**config.mk**
```make
export PLATFORM = sky130hd
export DESIGN_NAME = multicycle_controller
export DESIGN_NICKNAME = d
export VERILOG_FILES = /design/src/rtl/riscv_pkg.sv /design/src/rtl/alu_decoder.sv /design/src/rtl/multicycle_controller.sv
export SDC_FILE = /design/constraint.sdc
export NUM_CORES = 1
export LEC_CHECK = 0
export CORE_MARGIN = 2
export CORE_UTILIZATION = 40
export DETAILED_ROUTE_END_ITERATION = 7
export GPL_TIMING_DRIVEN = 0
export PLACE_DENSITY_LB_ADDON = 0.08
export SLEW_MARGIN = 20
export SYNTH_ARGS = -nofsm -noshare
export SYNTH_HDL_FRONTEND = slang
export SYNTH_SLANG_ARGS = --single-unit
```
**constraint.sdc**
```tcl
create_clock -name clk -period 3.9 [get_ports clk]
set_clock_uncertainty 0.1 [all_clocks]
set_input_delay 0.585 -clock clk [delete_from_list [all_inputs] [get_ports clk]]
set_output_delay 0.585 -clock clk [all_outputs]
set_load 0.01 [all_outputs]
```
**src/rtl/riscv_pkg.sv**
```systemverilog
// Shared types and encodings for the multicycle RV32I control unit.
// State encoding, opcodes, ALU/immediate selects and the immediate-type helper.
package riscv_pkg;

  typedef enum logic [3:0] {
    FETCH    = 4'd0,
    DECODE   = 4'd1,
    MEMADR   = 4'd2,
    MEMREAD  = 4'd3,
    MEMWB    = 4'd4,
    MEMWRITE = 4'd5,
    EXECR    = 4'd6,
    EXECI    = 4'd7,
    JAL      = 4'd8,
    ALUWB    = 4'd9,
    BEQ      = 4'd10,
    TRAP     = 4'd11
  } state_t;

  localparam logic [6:0] OP_LOAD  = 7'b0000011;
  localparam logic [6:0] OP_STORE = 7'b0100011;
  localparam logic [6:0] OP_RTYPE = 7'b0110011;
  localparam logic [6:0] OP_ITYPE = 7'b0010011;
  localparam logic [6:0] OP_JAL   = 7'b1101111;
  localparam logic [6:0] OP_BEQ   = 7'b1100011;

  localparam logic [2:0] ALU_ADD = 3'b000;
  localparam logic [2:0] ALU_SUB = 3'b001;
  localparam logic [2:0] ALU_AND = 3'b010;
  localparam logic [2:0] ALU_OR  = 3'b011;
  localparam logic [2:0] ALU_SLT = 3'b101;

  localparam logic [1:0] ALUOP_ADD  = 2'b00;
  localparam logic [1:0] ALUOP_SUB  = 2'b01;
  localparam logic [1:0] ALUOP_FUNC = 2'b10;

  localparam logic [1:0] IMM_I = 2'b00;
  localparam logic [1:0] IMM_S = 2'b01;
  localparam logic [1:0] IMM_B = 2'b10;
  localparam logic [1:0] IMM_J = 2'b11;

  function automatic logic [1:0] imm_src(input logic [6:0] op);
    case (op)
      OP_STORE: imm_src = IMM_S;
      OP_BEQ:   imm_src = IMM_B;
      OP_JAL:   imm_src = IMM_J;
      default:  imm_src = IMM_I;
    endcase
  endfunction

endpackage

```
**src/rtl/alu_decoder.sv**
```systemverilog
// Combinational ALU operation decode from ALUOp and instruction fields.
module alu_decoder
  import riscv_pkg::*;
(
  input  logic [1:0] alu_op,
  input  logic [2:0] funct3,
  input  logic       funct7b5,
  input  logic       op5,
  output logic [2:0] alu_control
);

  always_comb begin
    alu_control = ALU_ADD;
    case (alu_op)
      ALUOP_SUB: alu_control = ALU_SUB;
      ALUOP_FUNC: begin
        case (funct3)
          // Only R-type (op5=1) can request sub; addi ignores IR[30].
          3'b000:  alu_control = (op5 & funct7b5) ? ALU_SUB : ALU_ADD;
          3'b010:  alu_control = ALU_SLT;
          3'b110:  alu_control = ALU_OR;
          3'b111:  alu_control = ALU_AND;
          default: alu_control = ALU_ADD;
        endcase
      end
      default: alu_control = ALU_ADD;
    endcase
  end

endmodule

```
**src/rtl/multicycle_controller.sv**
```systemverilog
// Moore control FSM for the multicycle RV32I core: state register, next-state
// logic and per-state datapath control decode.
module multicycle_controller
  import riscv_pkg::*;
#(
  parameter bit TRAP_ON_ILLEGAL = 1'b1
) (
  input  logic       clk,
  input  logic       rst_n,
  input  logic [6:0] op,
  input  logic [2:0] funct3,
  input  logic       funct7b5,
  input  logic       Zero,
  output logic       PCWrite,
  output logic       AdrSrc,
  output logic       MemWrite,
  output logic       IRWrite,
  output logic [1:0] ResultSrc,
  output logic [1:0] ALUSrcA,
  output logic [1:0] ALUSrcB,
  output logic [1:0] ImmSrc,
  output logic [2:0] ALUControl,
  output logic       RegWrite,
  output logic       Illegal
);

  state_t     state_q, state_d;
  logic       pc_update, branch, mem_write, ir_write, reg_write;
  logic [1:0] alu_op;

  always_ff @(posedge clk or negedge rst_n) begin
    if (!rst_n) state_q <= FETCH;
    else        state_q <= state_d;
  end

  always_comb begin
    state_d   = state_q;
    pc_update = 1'b0;
    branch    = 1'b0;
    mem_write = 1'b0;
    ir_write  = 1'b0;
    reg_write = 1'b0;
    AdrSrc    = 1'b0;
    ResultSrc = 2'b00;
    ALUSrcA   = 2'b00;
    ALUSrcB   = 2'b00;
    alu_op    = ALUOP_ADD;
    Illegal   = 1'b0;
    case (state_q)
      FETCH: begin
        ir_write  = 1'b1;
        ALUSrcB   = 2'b10;
        ResultSrc = 2'b10;
        pc_update = 1'b1;
        state_d   = DECODE;
      end
      DECODE: begin
        ALUSrcA = 2'b01;
        ALUSrcB = 2'b01;
        case (op)
          OP_LOAD, OP_STORE: state_d = MEMADR;
          OP_RTYPE:          state_d = EXECR;
          OP_ITYPE:          state_d = EXECI;
          OP_JAL:            state_d = JAL;
          OP_BEQ:            state_d = BEQ;
          default:           state_d = TRAP_ON_ILLEGAL ? TRAP : FETCH;
        endcase
      end
      MEMADR: begin
        ALUSrcA = 2'b10;
        ALUSrcB = 2'b01;
        state_d = op[5] ? MEMWRITE : MEMREAD;
      end
      MEMREAD: begin
        AdrSrc  = 1'b1;
        state_d = MEMWB;
      end
      MEMWB: begin
        ResultSrc = 2'b01;
        reg_write = 1'b1;
        state_d   = FETCH;
      end
      MEMWRITE: begin
        AdrSrc    = 1'b1;
        mem_write = 1'b1;
        state_d   = FETCH;
      end
      EXECR: begin
        ALUSrcA = 2'b10;
        alu_op  = ALUOP_FUNC;
        state_d = ALUWB;
      end
      EXECI: begin
        ALUSrcA = 2'b10;
        ALUSrcB = 2'b01;
        alu_op  = ALUOP_FUNC;
        state_d = ALUWB;
      end
      JAL: begin
        ALUSrcA   = 2'b01;
        ALUSrcB   = 2'b10;
        pc_update = 1'b1;
        state_d   = ALUWB;
      end
      ALUWB: begin
        reg_write = 1'b1;
        state_d   = FETCH;
      end
      BEQ: begin
        ALUSrcA = 2'b10;
        alu_op  = ALUOP_SUB;
        branch  = 1'b1;
        state_d = FETCH;
      end
      TRAP: begin
        Illegal = 1'b1;
        state_d = TRAP;
      end
      default: state_d = FETCH;
    endcase
  end

  // Reset gates the write strobes immediately so an abandoned instruction
  // cannot commit anything while rst_n is low.
  always_comb begin
    PCWrite  = rst_n & (pc_update | (branch & Zero));
    IRWrite  = rst_n & ir_write;
    MemWrite = rst_n & mem_write;
    RegWrite = rst_n & reg_write;
    ImmSrc   = imm_src(op);
  end

  alu_decoder u_alu_decoder (
    .alu_op      (alu_op),
    .funct3      (funct3),
    .funct7b5    (funct7b5),
    .op5         (op[5]),
    .alu_control (ALUControl)
  );

endmodule
```
==> impl_metrics.yaml <==
power:
  power.clock.fraction_pct: 9.6
  power.switching_mw: 0.231
  pwr-share-seq_pct: 15.7
  powerDensity_nw_per_um2: 611
  total_leakage_power_nw: 0.346
  power.switching_fraction_pct: 42.1
  power.combinational.fraction_pct: 74.8
  p_total_mw: 0.549
  internal_power_mw: 0.318
  max-vdd-ir-drop_uv: 313
clocking:
  tritoncts_num_sinks: 4
  clk_root_buffer_cell: "sky130_fd_sc_hd__clkbuf_4"
  ctsHoldBuffers: 0
  clkLatencyLatePin_ps: 230
  clockBufferDepth: 2
  cts_tree: "built"
  clk_pin_slew_ps: 40
  tritoncts.num_buffers: 3
  htree_num_levels: 1
  cts_setup_buffers: 0
  cts_resized: 0
detailed_routing:
  first_pass_iters: 4
  detail_route.vias_per_cell: 5.23
  detail-route-antenna-nets: 0
  first_iter_violations: 7
  detailroute.via_count: 638
  drt-total-wl_mm: 1.37
  post-route-drc-count: 0
  route.detailed.wl_per_inst_um: 11.2
layout:
  num-nets-final: 125
  biggestRegsByFlops: "state_q (4)"
  area_growth_pct: 61.2
  final_core_util_pct: 69.1
  largest-register: "state_q"
  stdcell_area_sq_um: 900
  post_route_cells_drive_above_1_share_pct: 11.2
  largest_register_ffs: 4
  fillers: 128
  antenna_cells_inserted: 0
die:
  initial_utilization_pct: 42.9
  fp.dieW_um: 41.4
  num_rows: 13
  chip_height_um: 41.4
  dieArea_sq_um: 1710
  ios: 31
  area_of_the_core_region_sq_um: 1300
global_routing:
  use_met3_pct: 3.19
  grtUsageMet1_pct: 25.6
  grtUsageMet2_pct: 30.5
  grt_antenna_before_repair: 0
  grt_most_used_layer: "met2"
  pin_count_of_the_biggest_net_entering_global_routing: 11
  global_route_total_usage_across_every_layer_pct: 18.8
  grt_pass1_vias: 511
  first_pass_grt_wire_length_mm: 2.13
  grt_overflow_total: 0
sta:
  setup_total_negative_slack_ps: 0
  rsz0062_at_grt: "false"
  final-max-slew-violation-count: 0
  relSlewSlack_pct: 75.4
  timing.final.hold_violations: 0
  fin_crit_ps: 2920
  max_clk_rate_ghz: 0.343
  max_slew.worst_pin.slew_ps: 367
  part_of_the_cycle_the_worst_path_needs_pct: 74.8
  report.final.setup_viol: 0
synthesis:
  synth_top_area_share_pct: 17.9
  synth.top_cells.by_area: "sky130_fd_sc_hd__dfrtp_1, sky130_fd_sc_hd__nand2b_1, sky130_fd_sc_hd__xnor2_1, sky130_fd_sc_hd__a21oi_1, sky130_fd_sc_hd__ha_1"
  postSynthNetCount: 90
  syn_area_sq_um: 558
  synth_sequential_area_ratio_pct: 17.9
  postSynth.asyncResetShare_pct: 100
  synth-main-ff-cell: "sky130_fd_sc_hd__dfrtp_1"
  netlist_instances: 74
  synth.yosys.warnings: 0
  synth_edf_count: 0
  ys_seq_elements: 4
  synth_area_per_cell_sq_um: 7.54
  yosys.area.top_type: "sky130_fd_sc_hd__dfrtp_1"
  synth_common_cells: "sky130_fd_sc_hd__a21oi_1, sky130_fd_sc_hd__nand2_1, sky130_fd_sc_hd__nand2b_1, sky130_fd_sc_hd__nor3_1"
  synth.distinct_cells: 33
status:
  status: "complete, no violations"
run:
  cap_viol_max_count: 0
setup_path:
  crit_path_max_fanout: 3
  path_class: "in2out"
  timing.critical_path.arrival_ps: 2230
  setup.worst_path.end_class: "primary output"
  cp-start-kind: "primary input"
  cp.required_ps: 3210
hold_path:
  hp-class: "in2async"
place:
  dp_wirelength_mm: 1.11
  placed_cell_areas_sq_um: 877
  finalWeightedCongestion: 0.765
  io_buffers: 30
power by group through the flow:
stage | Clock, mW | Combinational [mW] | Sequential, mW
3_5_place_dp | 0 | 0.412 | 0.0862
2_1_floorplan | 0 | 0.259 | 0.0799
5_1_grt | 0.0567 | 0.458 | 0.0895
6_report | 0.0525 | 0.411 | 0.0860
4_1_cts | 0.0532 | 0.413 | 0.0854
3_3_place_gp | 0 | 0.405 | 0.0851
per-stage QoR:
stage	std cells	hold slack, ps	setup slack (ps)
after detailed placement	119	610	1000
final	122	503	981
after floorplan	74	189	1770
after CTS	122	509	976
after global placement	119	599	996
after global routing	122	519	848
worst paths after layout:
| check | to | cells past startpoint | slack (ps) | startpoint |
|---|---|---|---|---|
| max reg2reg | state_q[0]$_DFF_PN0_ | 3 | 2580 | state_q[3]$_DFF_PN0_ |
| max | ImmSrc[0] | 5 | 980 | op[3] |
| min | state_q[3]$_DFF_PN0_ | 1 | 500 | rst_n |
| max in group asynchronous | state_q[0]$_DFF_PN0_ | 1 | 2970 | rst_n |
| min reg2reg | state_q[1]$_DFF_PN0_ | 2 | 620 | state_q[1]$_DFF_PN0_ |
| min in group clk | state_q[1]$_DFF_PN0_ | 2 | 620 | state_q[1]$_DFF_PN0_ |
kinds of logic (layout without fill, tap and decap cells):
logic type	Yosys count	count (layout)	synth area share, %
xor+xnor	3	3	4.71
buf+inv	9	42	8.07
compound gates	13	13	14.4
mux	2	2	3.81
flops	4	4	17.9
simple gates	41	41	46.6
fa+ha+maj	2	2	4.48
layout make-up:
class	instances	area, sq um	share of cell area, %
Clock buffer	3	22.5	2.50
Multi-Input combinational cell	61	413	45.9
Tap cell	15	18.8	2.09
Buffer	5	30.0	3.34
Timing Repair Buffer	30	300	33.4
Inverter	4	15.0	1.67
Sequential cell	4	100	11.1
per-layer routing:
metal | part of all wire [%] | vias up
met1 | 46 | 287
met3 | 4.8 | 0
met4 | 0 | 0
met2 | 49 | 16
li1 | - | 335
met5 | 0 | -
worst max-delay path, stage by stage:
cell and delay, ps:
sky130_fd_sc_hd__clkdlybuf4s50_1 450, sky130_fd_sc_hd__nor3_1 330, sky130_fd_sc_hd__nand2_1 120, sky130_fd_sc_hd__o21ai_0 190
sky130_fd_sc_hd__clkdlybuf4s50_1 560
cells in the final DEF (no fill, tap or decap), types with 2 or more instances in the layout:
cell,count
sky130_fd_sc_hd__nor3_1,5
sky130_fd_sc_hd__nand2_1,5
sky130_fd_sc_hd__a21oi_1,5
sky130_fd_sc_hd__nand2b_1,5
sky130_fd_sc_hd__clkbuf_4,3
sky130_fd_sc_hd__nor2b_1,3
sky130_fd_sc_hd__nand4_1,2
sky130_fd_sc_hd__clkdlybuf4s50_1,30
sky130_fd_sc_hd__nand3b_1,2
sky130_fd_sc_hd__nor2_1,4
sky130_fd_sc_hd__xnor2_1,3
sky130_fd_sc_hd__o21ai_0,4
sky130_fd_sc_hd__dfrtp_1,4
sky130_fd_sc_hd__and2_1,2
sky130_fd_sc_hd__buf_2,2
sky130_fd_sc_hd__buf_4,2
sky130_fd_sc_hd__nor4b_1,2
sky130_fd_sc_hd__ha_1,2
sky130_fd_sc_hd__nor3b_1,2
sky130_fd_sc_hd__nand3_1,2
sky130_fd_sc_hd__inv_1,4
Power figures use the tool's default switching activity.
